==> src/rtl/fm_ddr_in_sync.sv <==
// Embedded-sync receiver for the demultiplexed DDR video input: decodes FF 00 00 XY
// timing codes on Y, regenerates DE/HS/VS/field, pixel/line counters and lock status.
module fm_ddr_in_sync #(
  parameter int LOCK_LINES = 4,
  parameter int TIMEOUT    = 4400
) (
  input  logic        clk_v,
  input  logic        rst_x,
  input  logic [7:0]  i_y,
  input  logic [7:0]  i_c,
  output logic [7:0]  o_y,
  output logic [7:0]  o_c,
  output logic        o_de,
  output logic        o_hs,
  output logic        o_vs,
  output logic        o_field,
  output logic [11:0] o_pix_cnt,
  output logic [10:0] o_line_cnt,
  output logic        o_err,
  output logic        o_locked
);

  // Protection nibble carried in the low bits of a TRS XY word.
  function automatic logic [3:0] trs_prot(input logic f, input logic v, input logic h);
    return {v ^ h, f ^ h, f ^ v, f ^ v ^ h};
  endfunction

  logic [3:0][7:0] y_r;
  logic [3:0][7:0] c_r;
  logic [3:0]      de_r;
  logic [3:0]      h_r;
  logic [3:0]      xy_r;
  logic            active_r;
  logic            hblank_r;
  logic [2:0]      lock_cnt_r;
  logic [12:0]     wd_r;

  logic            trs_s;
  logic            valid_s;
  logic            perr_s;
  logic            eav_s;
  logic            sav_s;
  logic            active_nxt_s;
  logic            hblank_nxt_s;
  logic            out_de_s;
  logic            out_h_s;
  logic [3:0]      de_nxt_s;
  logic [3:0]      h_nxt_s;
  logic [3:0]      xy_nxt_s;

  // TRS pattern detection and protection check on the four Y stages.
  always_comb begin
    trs_s   = (y_r[3] == 8'hFF) && (y_r[2] == 8'h00) && (y_r[1] == 8'h00) && y_r[0][7];
    valid_s = trs_s && (y_r[0][3:0] == trs_prot(y_r[0][6], y_r[0][5], y_r[0][4]));
    perr_s  = trs_s && !valid_s;
    eav_s   = valid_s && y_r[0][4];
    sav_s   = valid_s && !y_r[0][4];
  end

  // Next flag values and stage tags; TRS words are forced out of the active region.
  always_comb begin
    active_nxt_s = active_r;
    hblank_nxt_s = hblank_r;
    if (eav_s) begin
      active_nxt_s = 1'b0;
      hblank_nxt_s = 1'b1;
    end else if (sav_s) begin
      active_nxt_s = active_r | ~y_r[0][5];
      hblank_nxt_s = 1'b0;
    end else begin
      active_nxt_s = active_r;
      hblank_nxt_s = hblank_r;
    end

    // The entering word already sees the flags as updated by the code now in s0.
    de_nxt_s = {de_r[2:0], active_nxt_s};
    h_nxt_s  = {h_r[2:0], hblank_nxt_s};
    xy_nxt_s = {xy_r[2:0], 1'b0};
    out_de_s = de_r[3];
    out_h_s  = h_r[3];
    if (valid_s) begin
      de_nxt_s[3:1] = 3'b000;
      out_de_s      = 1'b0;
      xy_nxt_s[1]   = 1'b1;
      if (eav_s) begin
        h_nxt_s[3:1] = 3'b111;
        out_h_s      = 1'b1;
      end else begin
        h_nxt_s[3:1] = h_r[2:0];
        out_h_s      = h_r[3];
      end
    end else begin
      out_de_s = de_r[3];
      out_h_s  = h_r[3];
    end
  end

  // Four-stage Y/C pipeline with tags, plus the region flags.
  always_ff @(posedge clk_v or negedge rst_x) begin
    if (!rst_x) begin
      y_r      <= '0;
      c_r      <= '0;
      de_r     <= 4'b0000;
      h_r      <= 4'b0000;
      xy_r     <= 4'b0000;
      active_r <= 1'b0;
      hblank_r <= 1'b0;
    end else begin
      y_r      <= {y_r[2:0], i_y};
      c_r      <= {c_r[2:0], i_c};
      de_r     <= de_nxt_s;
      h_r      <= h_nxt_s;
      xy_r     <= xy_nxt_s;
      active_r <= active_nxt_s;
      hblank_r <= hblank_nxt_s;
    end
  end

  // Output register stage: data, timing, V/F and counters aligned to o_y.
  always_ff @(posedge clk_v or negedge rst_x) begin
    if (!rst_x) begin
      o_y        <= 8'h00;
      o_c        <= 8'h00;
      o_de       <= 1'b0;
      o_hs       <= 1'b0;
      o_vs       <= 1'b0;
      o_field    <= 1'b0;
      o_pix_cnt  <= 12'd0;
      o_line_cnt <= 11'd0;
      o_err      <= 1'b0;
    end else begin
      o_y   <= y_r[3];
      o_c   <= c_r[3];
      o_de  <= out_de_s;
      o_hs  <= out_h_s;
      o_err <= perr_s;
      if (xy_r[3]) begin
        o_vs    <= y_r[3][5];
        o_field <= y_r[3][6];
        // A V=0 EAV right after vertical blanking starts a new active field.
        if (y_r[3][4]) begin
          if (!y_r[3][5] && o_vs) begin
            o_line_cnt <= 11'd0;
          end else begin
            o_line_cnt <= o_line_cnt + 11'd1;
          end
        end else begin
          o_line_cnt <= o_line_cnt;
        end
      end else begin
        o_vs    <= o_vs;
        o_field <= o_field;
      end
      if (out_de_s) begin
        if (!o_de) begin
          o_pix_cnt <= 12'd0;
        end else if (o_pix_cnt == 12'hFFF) begin
          o_pix_cnt <= 12'hFFF;
        end else begin
          o_pix_cnt <= o_pix_cnt + 12'd1;
        end
      end else begin
        o_pix_cnt <= o_pix_cnt;
      end
    end
  end

  // Lock qualification on consecutive good EAVs, dropped on errors or EAV starvation.
  always_ff @(posedge clk_v or negedge rst_x) begin
    if (!rst_x) begin
      lock_cnt_r <= 3'd0;
      wd_r       <= 13'd0;
      o_locked   <= 1'b0;
    end else if (eav_s) begin
      wd_r <= 13'd0;
      if (lock_cnt_r >= 3'(LOCK_LINES - 1)) begin
        lock_cnt_r <= 3'(LOCK_LINES);
        o_locked   <= 1'b1;
      end else begin
        lock_cnt_r <= lock_cnt_r + 3'd1;
        o_locked   <= o_locked;
      end
    end else if (perr_s || (wd_r == 13'(TIMEOUT))) begin
      lock_cnt_r <= 3'd0;
      o_locked   <= 1'b0;
      if (wd_r == 13'(TIMEOUT)) begin
        wd_r <= wd_r;
      end else begin
        wd_r <= wd_r + 13'd1;
      end
    end else begin
      wd_r <= wd_r + 13'd1;
    end
  end

endmodule

==> config.mk <==
export PLATFORM = sky130hd
export DESIGN_NAME = fm_ddr_in_sync
export DESIGN_NICKNAME = d
export VERILOG_FILES = /design/src/rtl/fm_ddr_in_sync.sv
export SDC_FILE = /design/constraint.sdc
export NUM_CORES = 1
export LEC_CHECK = 0
export CORE_MARGIN = 1.5
export CORE_UTILIZATION = 40
export CTS_CLUSTER_SIZE = 8
export DETAILED_ROUTE_END_ITERATION = 6
export GPL_TIMING_DRIVEN = 0
export PLACE_DENSITY_LB_ADDON = 0.05
export SLEW_MARGIN = 15
export SYNTH_ARGS = -nofsm -noshare
export SYNTH_HDL_FRONTEND = slang
export SYNTH_SLANG_ARGS = --single-unit
==> constraint.sdc <==
create_clock -name clk_v -period 4.82 [get_ports clk_v]
set_clock_uncertainty 0.15 [all_clocks]
set_input_delay 0.482 -clock clk_v [delete_from_list [all_inputs] [get_ports clk_v]]
set_output_delay 0.482 -clock clk_v [all_outputs]
set_load 0.01 [all_outputs]
# Word level (Yosys, flattened, before mapping)

Index checks and enable logic that the tools add are counted.
W data, S select, Z words.

$add $sub $neg: 4
Multipliers: 0
Div/mod/pow operators: 0
Magnitude comparators: 1
Eq/ne operators: 6
Shift-type cells: 0
Muxes and demuxes: 23
Bitwise logic cells: 6
Reductions and logical operators: 17

Operators by type and width:

| kind                    | count |
|---|---|
| $mux W13                | 3 |
| $mux W12                | 2 |
| $mux W3                 | 6 |
| $logic_not A8 Y1        | 2 |
| $add A13 B1 Y13 const B | 1 |
| $eq A13 B13 Y1 const B  | 1 |
| $add A12 B1 Y12 const B | 1 |
| $eq A12 B12 Y1 const B  | 1 |
| $add A11 B1 Y11 const B | 1 |
| $mux W1                 | 11 |
| $mux W11                | 1 |
| $eq A8 B8 Y1 const B    | 1 |
| $logic_and A1 B1 Y1     | 8 |
| $eq A4 B4 Y1            | 1 |
| $reduce_and A2 Y1       | 2 |
| $xor A1 B1 Y1           | 4 |
| $add A3 B1 Y3 const B   | 1 |
| $ge A3 B2 Y1 const B    | 1 |
| $logic_not A1 Y1        | 3 |
| $ne A3 B3 Y1 const B    | 1 |
| $ne A2 B1 Y1 const B    | 1 |
| $reduce_bool A2 Y1      | 1 |
| $logic_or A1 B1 Y1      | 1 |
| $not A1 Y1              | 1 |
| $or A1 B1 Y1            | 1 |

Bits in registers: 138
Bits in latches: 0
Bits in writable memories: 0
Memory bits (read-only): 0
Input port bits: 18
Output and inout port bits: 45
Logic and storage cells: 82
Memories: 0

# Longest topological paths before layout

Gate-level depths: netlist of run 1.

Depth in word-level cells: 10
Depth in mapped cells: 7
Depth with buffers taken out: 7

# Worst setup path after synthesis of run 1

No wires, ideal clock.

Path type: register to register
From: reg y_r[18] (netlist name)
To: reg de_r[0]
Setup time: 119 ps
Arrival time: 1661 ps
Required time: 4551 ps
Path slack: 2890 ps
Cell stages (with the launch flop): 8
Buffers on the path: 2
Clock period less this slack: 1930 ps
Path through: dfrtp_1 > or4_4 > nor3_2 > and4_1 > buf_4 > and3_4 > buf_4 > nor2_1

Cells in the longest elaborated chain, start to end: 8
Elaborated cells between the ends (all ways): 9
Those cells by class: mux: 2; reduce/logical: 7

Ends and longest elaborated chain:

| item                               | line | text |
|---|---|---|
| start: declaration                 | 28   | `logic [3:0][7:0] y_r;` |
| start signal: assignment           | 109  | `y_r <= {y_r[2:0], i_y};` |
| $logic_not A8 Y1 *                 | 53   | `trs_s = (y_r[3] == 8'hFF) && (y_r[2] == 8'h00) && (y_r[1] == 8'h00) && y_r[0][7];` |
| $logic_and A1 B1 Y1 * (3 in a row) | 53   |  |
| $logic_and A1 B1 Y1 *              | 54   | `valid_s = trs_s && (y_r[0][3:0] == trs_prot(y_r[0][6], y_r[0][5], y_r[0][4]));` |
| $logic_and A1 B1 Y1                | 57   | `sav_s = valid_s && !y_r[0][4];` |
| $mux W1                            | 67   | `end else if (sav_s) begin` |
| $mux W1 *                          | 64   | `if (eav_s) begin` |
| end signal: assignment             | 111  | `de_r <= de_nxt_s;` |
| end: declaration                   | 30   | `logic [3:0] de_r;` |

Every way passes the cells marked *; elsewhere a longest branch is shown, timed or not.
A chain may end at the register's enable or synchronous reset.

# Final worst setup path of run 1

From: reg y_r[4] (netlist name)
To: reg o_pix_cnt[6]

Cells in the longest elaborated chain, start to end: 4
Elaborated cells between the ends (all ways): 6
Those cells by class: eq/ne: 1; mux: 1; bitwise: 3; reduce/logical: 1

Ends and longest elaborated chain:

| item                   | line | text |
|---|---|---|
| $xor A1 B1 Y1          | 25   | `return {v ^ h, f ^ h, f ^ v, f ^ v ^ h};` |
| $eq A4 B4 Y1 *         | 54   |  |
| $logic_and A1 B1 Y1 *  | 54   |  |
| $mux W1 *              | 81   | `if (valid_s) begin` |
| end signal: assignment | 160  | `o_pix_cnt <= o_pix_cnt + 12'd1;` |
| end signal: assignment | 163  | `o_pix_cnt <= o_pix_cnt;` |
| end: declaration       | 17   | `output logic [11:0] o_pix_cnt,` |

Marks and branches as above.

==> metrics.txt, run 1 <==
outcome finished, final reports clean; flop and latch count out of synthesis around 140; CTS tree yes; WS Path Type register to register; Rel. slew slack 69.00%; family with the most delay on the worst path compound AO/OA/AOI/OAI gates; Syn Nets approximately 400; Reg2Reg Depth 6; final setup TNS 0 ns; min-delay worst type register to register; sequential share of the synthesized area between 60% and 70%; Worst path max stage delay around 0.47 ns; gr usage total between 10% and 20%; Worst setup EP type register; Hold Path Stages 0; Post-DP HPWL roughly 5600 um; level count of the clock H-tree 4; io pins 63; worst r2r src y_r[4]; Num Clock Sinks 136; Peak Freq between 0.4 and 0.5 GHz; post-synthesis compound-gate area fraction 7.556%; DRT Wirelength slightly below 9000 um; Critical Path AT about 2.3 ns; fraction of layout cells with a size suffix above 1 between 10% and 20%; MaxCap Viol Count 0; # fillers ~1100; clk root buf clkbuf_16; multiplexer share of the synthesized area less than 1%; vias in the first global route around 3100; Synth area leader dfrtp_1; worst-path fanout max 10; CTS clk-pin slew, worst paths roughly 0.05 ns; total gr overflow 0; initial core utilization 40.84%; Die Y 113.5 um; simple logic cell fraction of the synthesized area 13.88%; Core Util, Final 52.71%; NumNets Final 478; Syn. warnings 0; Pwr Total between 0.002 and 0.003 W; via count a little over 3000; first-pass GRT wire length between 15000 and 20000 um; drc violations 0; Tightest Pin Transition between 0.4 and 0.5 ns; cts bufs inserted 17; CTS Buffer Depth 2; Rows 40; WP depth 6; PD cells between 300 and 400 nW/um^2; die width about 110 um; GR Layer Usage met1 between 20% and 30%; leading post-synthesis cells by cell area dfrtp_1 70%, nor2_1 2.5%, xnor2_1 2.2%; Hold Path End c_r[24]; mean post-synth cell area between 10 and 15 um^2; Buffers & Inverters on Critical Path 1; Detailed Route Iter0 Violations 191; fin area ~6300 um^2; largest net degree at the start of global routing 88; Port Buf Inserts a little over 60; layout overhead on the synthesized area 29.07%; cell with the most instances after synthesis dfrtp_1; adder-cell share of the synthesized area 1.537%; post-layout minimum cycle time 2.206 ns; CORE AREA around 12000 um^2; final worst path period share between 40% and 50%; XOR/XNOR Fraction of Synth Area 4.124%; n_diodes 0; synth cell count leaders 136 x dfrtp_1, 32 x nor2_1, 18 x nand3_1; cells along the critical path xor2_1 -> or3_4 -> a22oi_4 -> buf_2 -> a21oi_1 -> a2bb2oi_1; endpoints failing setup 0; required time of the critical path ~5.0 ns; Startpoint Class register; Yosys cell types 52; hold path startpoint c_r[16]; Setup Buffers After CTS 0; worst skew pair latency just over 0.4 ns; main combinational cell family by area after synthesis simple AND/OR/NAND/NOR gates; Post-synth EDFFs 0; Syn Std Cell Area just under 5000 um^2; pre-CTS WS about 2.6 ns; final count of pins violating max slew 0; CP max-delay cell dfrtp_1; peak supply drop slightly above 0.2 mV; top-area cell type share of the netlist area a little over two thirds; global placer's final weighted congestion 0.7897; ys flop type dfrtp_1; Die ar. 12880 um^2; capture point of the worst reg-to-reg path o_pix_cnt[6]; Final ANT Viol Nets 0; Worst Slack Setup Final about 2.6 ns; Async SR Flop Fraction 100.0%; Hold Fails Final Rpt 0; Leak ~2.8 nW; DP Area 5722 um^2; RSZ-0062 raised after global routing false; TritonRoute pass-1 iters 4; Reg2Reg Setup Slack ~2.6 ns; drt wl/cell 14.29 um; Vias/cell between 5 and 6; routing usage on met2 a little under a quarter; met3 Usage GRT about 6.2%; most used routing layer met2; initial antenna violation count 0; Post-Syn Instances roughly 370
## power by group
group	total (W)	switching [W]	internal, W
registers	0.00119	0.0000158	0.00118
clock network	0.00124	0.000447	0.000796
logic	0.0000703	0.0000373	0.0000330
total	0.00251	0.000500	0.00201
## per-stage QoR
step / std cells / hold slack (ns)
global placement: 580 / 0.1820
CTS: 612 / 0.1966
global route: 612 / 0.1993
finish: 612 / 0.1949
detailed placement: 581 / 0.1847
floorplan: 371 / 0.03641
## cell type report
class                           count  area, um^2  share of cell area (%)
Inverter                           12       45.04                  0.7144
Clock buffer                       23       478.0                   7.581
Tap cell                          147       183.9                   2.917
Timing Repair Buffer               64       663.1                   10.52
Sequential cell                   136        3403                   53.98
Multi-Input combinational cell    210        1366                   21.67
Clock inverter                      7       95.09                   1.508
Buffer                             13       70.07                   1.111
## per-layer routing
| layer | share of wire [%] | routed length, um |
|---|---|---|
| met1 | 47 | 4122 |
| met3 | 4.8 | 419 |
| met4 | 1.2 | 102 |
| met5 | 0 | 0 |
| met2 | 47 | 4104 |
## sequential cells by signal, summed over array words and instances, names as in the netlist, named ones only
signal	flops
lock_cnt_r	3
o_y	8
o_field	1
de_r	4
o_locked	1
xy_r	3
o_vs	1
o_line_cnt	11
o_pix_cnt	12
o_err	1
wd_r	13
c_r	32
o_c	8
o_de	1
h_r	3
y_r	32
o_hs	1
## timing repair
action,in CTS,in global routing
gates resized for setup,0,0
hold buffers,1,0
hold endpoints to repair,49,0
## placed cells by master (no fill, tap or decap), types with 6 or more instances in the layout
cell,synthesis,layout
clkbuf_16,0,17
o21ai_0,11,11
nand4_1,14,14
nand2_1,17,17
a21oi_1,13,13
xor2_1,11,11
nand3_1,18,18
a2bb2oi_1,9,9
and3_1,7,7
clkbuf_1,5,8
clkdlybuf4s50_1,0,61
inv_1,12,12
ha_1,6,6
xnor2_1,12,12
dfrtp_1,136,136
nor2_1,32,32
## kinds of logic after synthesis
logic type | Yosys count
AOI/OAI and AO/OA | 52
xor gates and xnor gates | 23
adders and majority gates | 6
buffers and inverters | 25
DFF | 136
muxes | 4
and+or+nand+nor | 125
## how the worst max path moves through the flow
stage,startpoint,end
3_5_place_dp,y_r[4],o_pix_cnt[6]
4_1_cts,y_r[4],o_pix_cnt[6]
3_3_place_gp,rst_x,o_pix_cnt[1]
5_1_grt,y_r[4],o_pix_cnt[6]
6_report,y_r[4],o_pix_cnt[6]
2_1_floorplan,y_r[18],de_r[0]
Power figures use the tool's default switching activity.
==> run 2: changes to the inputs <==
==> constraint.sdc (replaced) <==
create_clock -name clk_v -period 1.85 [get_ports clk_v]
set_clock_uncertainty 0.15 [all_clocks]
set_input_delay 0.185 -clock clk_v [delete_from_list [all_inputs] [get_ports clk_v]]
set_output_delay 0.185 -clock clk_v [all_outputs]
set_load 0.01 [all_outputs]
==> metrics.txt, run 2 (synthesis gave the netlist of run 1 again) <==
outcome finished, violations left; failing checks negative setup slack; Die Y 113.5 um; initial core utilization 40.84%; vias in the first global route 3210; hold path startpoint i_c[5]; DRT Wirelength between 8000 and 9000 um; commonest non-fill, non-tap cell in the layout dfrtp_1; TritonRoute pass-1 iters 4; total gr overflow 0; most used routing layer met2; capture point of the worst reg-to-reg path de_r[0]; initial antenna violation count 0; worst r2r src y_r[18]; peak supply drop between 0.8 and 0.9 mV; Reg2Reg Setup Slack -0.25 ns; Hold Path End c_r[5]; NumNets Final roughly 480; Sw Share 20.10%; most frequent cells in the layout 134 x dfrtp_1, 61 x clkdlybuf4s50_1, 31 x nor2_1, 17 x nand3_1, 17 x clkbuf_16; Worst setup EP type register; required time of the critical path between 1.5 and 2 ns; Sequential Power Share ~44%; routing usage on met2 a little under a quarter; post-layout minimum cycle time ~2.1 ns; Final ANT Viol Nets 0; Num Clock Sinks 136; PD cells about 1100 nW/um^2; Vias/cell between 5 and 6; worst skew pair latency 0.41 ns; fin cells approximately 620; Hold Path Stages 1; Die ar. approximately 13000 um^2; Rel. slew slack between 60% and 70%; MaxCap Viol Count 0; layout overhead on the synthesized area 32.86%; Port Buf Inserts 62; Detailed Route Iter0 Violations between 200 and 300; worst-path fanout max 10; via count roughly 3100; first-pass GRT wire length about 16000 um; global placer's final weighted congestion between 0.7 and 0.8; largest net degree at the start of global routing 91; Critical Path AT 2.24 ns; Startpoint Class register; Worst Slack Setup Final -0.2501 ns; cts bufs inserted 17; fraction of layout cells with a size suffix above 1 ~15%; largest registers c_r (32), y_r (32), wd_r (13); Reg2Reg Depth 7; Core Util, Final a little over half; CORE AREA 11960 um^2; drc violations 0; level count of the clock H-tree 4; Internal 0.005597 W; P_sw about 0.0014 W; clk root buf clkbuf_16; min-delay worst type primary input to register; endpoints failing setup a little over 40; drt wl/cell around 14 um; WS Path Type register to register; Clk pwr share a little over half; Final Hold Slack ~0.058 ns; Rows 40; met3 Usage GRT 6.057%; io pins between 60 and 70; CTS clk-pin slew, worst paths about 0.06 ns; combinational share of power 2.6%; Leak 2.865 nW; n_diodes 0; Tightest Pin Transition about 0.47 ns; placed insts 581; pre-CTS WS -0.2931 ns; # fillers between 1000 and 1500; die width between 100 and 150 um; GR Layer Usage met1 roughly a fifth; Post-DP HPWL around 5600 um; gr usage total between 10% and 20%; DP Area 5737 um^2; CTS Buffer Depth 2; fin area 6490 um^2; final worst path period share 113.5%; final count of pins violating max slew 0; RSZ-0062 raised after global routing true; Peak Freq ~0.48 GHz; CTS tree yes; Hold Fails Final Rpt 0
[run 2: worst max-delay path by stage]
stage / end / from / slack, ns
after CTS: lock_cnt_r[0] / y_r[18] / -0.26
after floorplan: lock_cnt_r[2] / y_r[18] / -0.07
final: de_r[0] / y_r[18] / -0.25
after detailed placement: lock_cnt_r[0] / y_r[4] / -0.29
after global placement: o_pix_cnt[9] / rst_x / -4.86
after global routing: de_r[0] / y_r[18] / -0.33
[run 2: power by group through the flow]
stage / Sequential (W) / Clock [W] / Combinational (W)
global route: 0.00312 / 0.00394 / 0.000208
global placement: 0.00316 / 0 / 0.000179
CTS: 0.00311 / 0.00380 / 0.000192
finish: 0.00311 / 0.00371 / 0.000184
detailed placement: 0.00316 / 0 / 0.000188
floorplan: 0.00316 / 0 / 0.0000329
[run 2: stage by stage]
stage / TNS, ns / total power, W
6_report: -7.831 / 0.007005
5_1_grt: -11.24 / 0.007262
4_1_cts: -7.753 / 0.007104
3_5_place_dp: -9.480 / 0.003349
3_3_place_gp: -667.57 / 0.003340
2_1_floorplan: -1.290 / 0.003190
[run 2: per-layer routing]
| metal | vias to the layer above | part of all wire (%) |
|---|---|---|
| met3 | 7 | 5.3 |
| met2 | 86 | 47 |
| li1 | 1475 | - |
| met4 | 0 | 0.99 |
| met5 | - | 0 |
| met1 | 1549 | 47 |
[run 2: critical path, cell delays in order (launching register included)]
cell and delay [ns]:
dfrtp_1 0.38, or4_4 0.53, nor3_2 0.10, and4_1 0.24, buf_6 0.14, and3_4 0.23, buf_8 0.14, nor2_1 0.06
[run 2: final cells by class]
cell class	instances	area [um^2]	area share [%]
clock inverters	13	217.7	3.355
plain buffers	13	97.59	1.504
multi-input cells	210	1396	21.52
repair buffers	69	700.7	10.80
flip-flops and latches	136	3406	52.48
well taps	147	183.9	2.834
clock buffers	19	442.9	6.825
inverters	12	45.04	0.6940
[run 2: repair_timing]
item / 4_1_cts / 5_1_grt
setup buffers: 4 / 1
pin swaps: 2 / 7
gates resized for setup: 4 / 13
endpoints found under the hold margin: 46 / 0
setup endpoints to repair: 41 / 54
hold buffers: 1 / 0
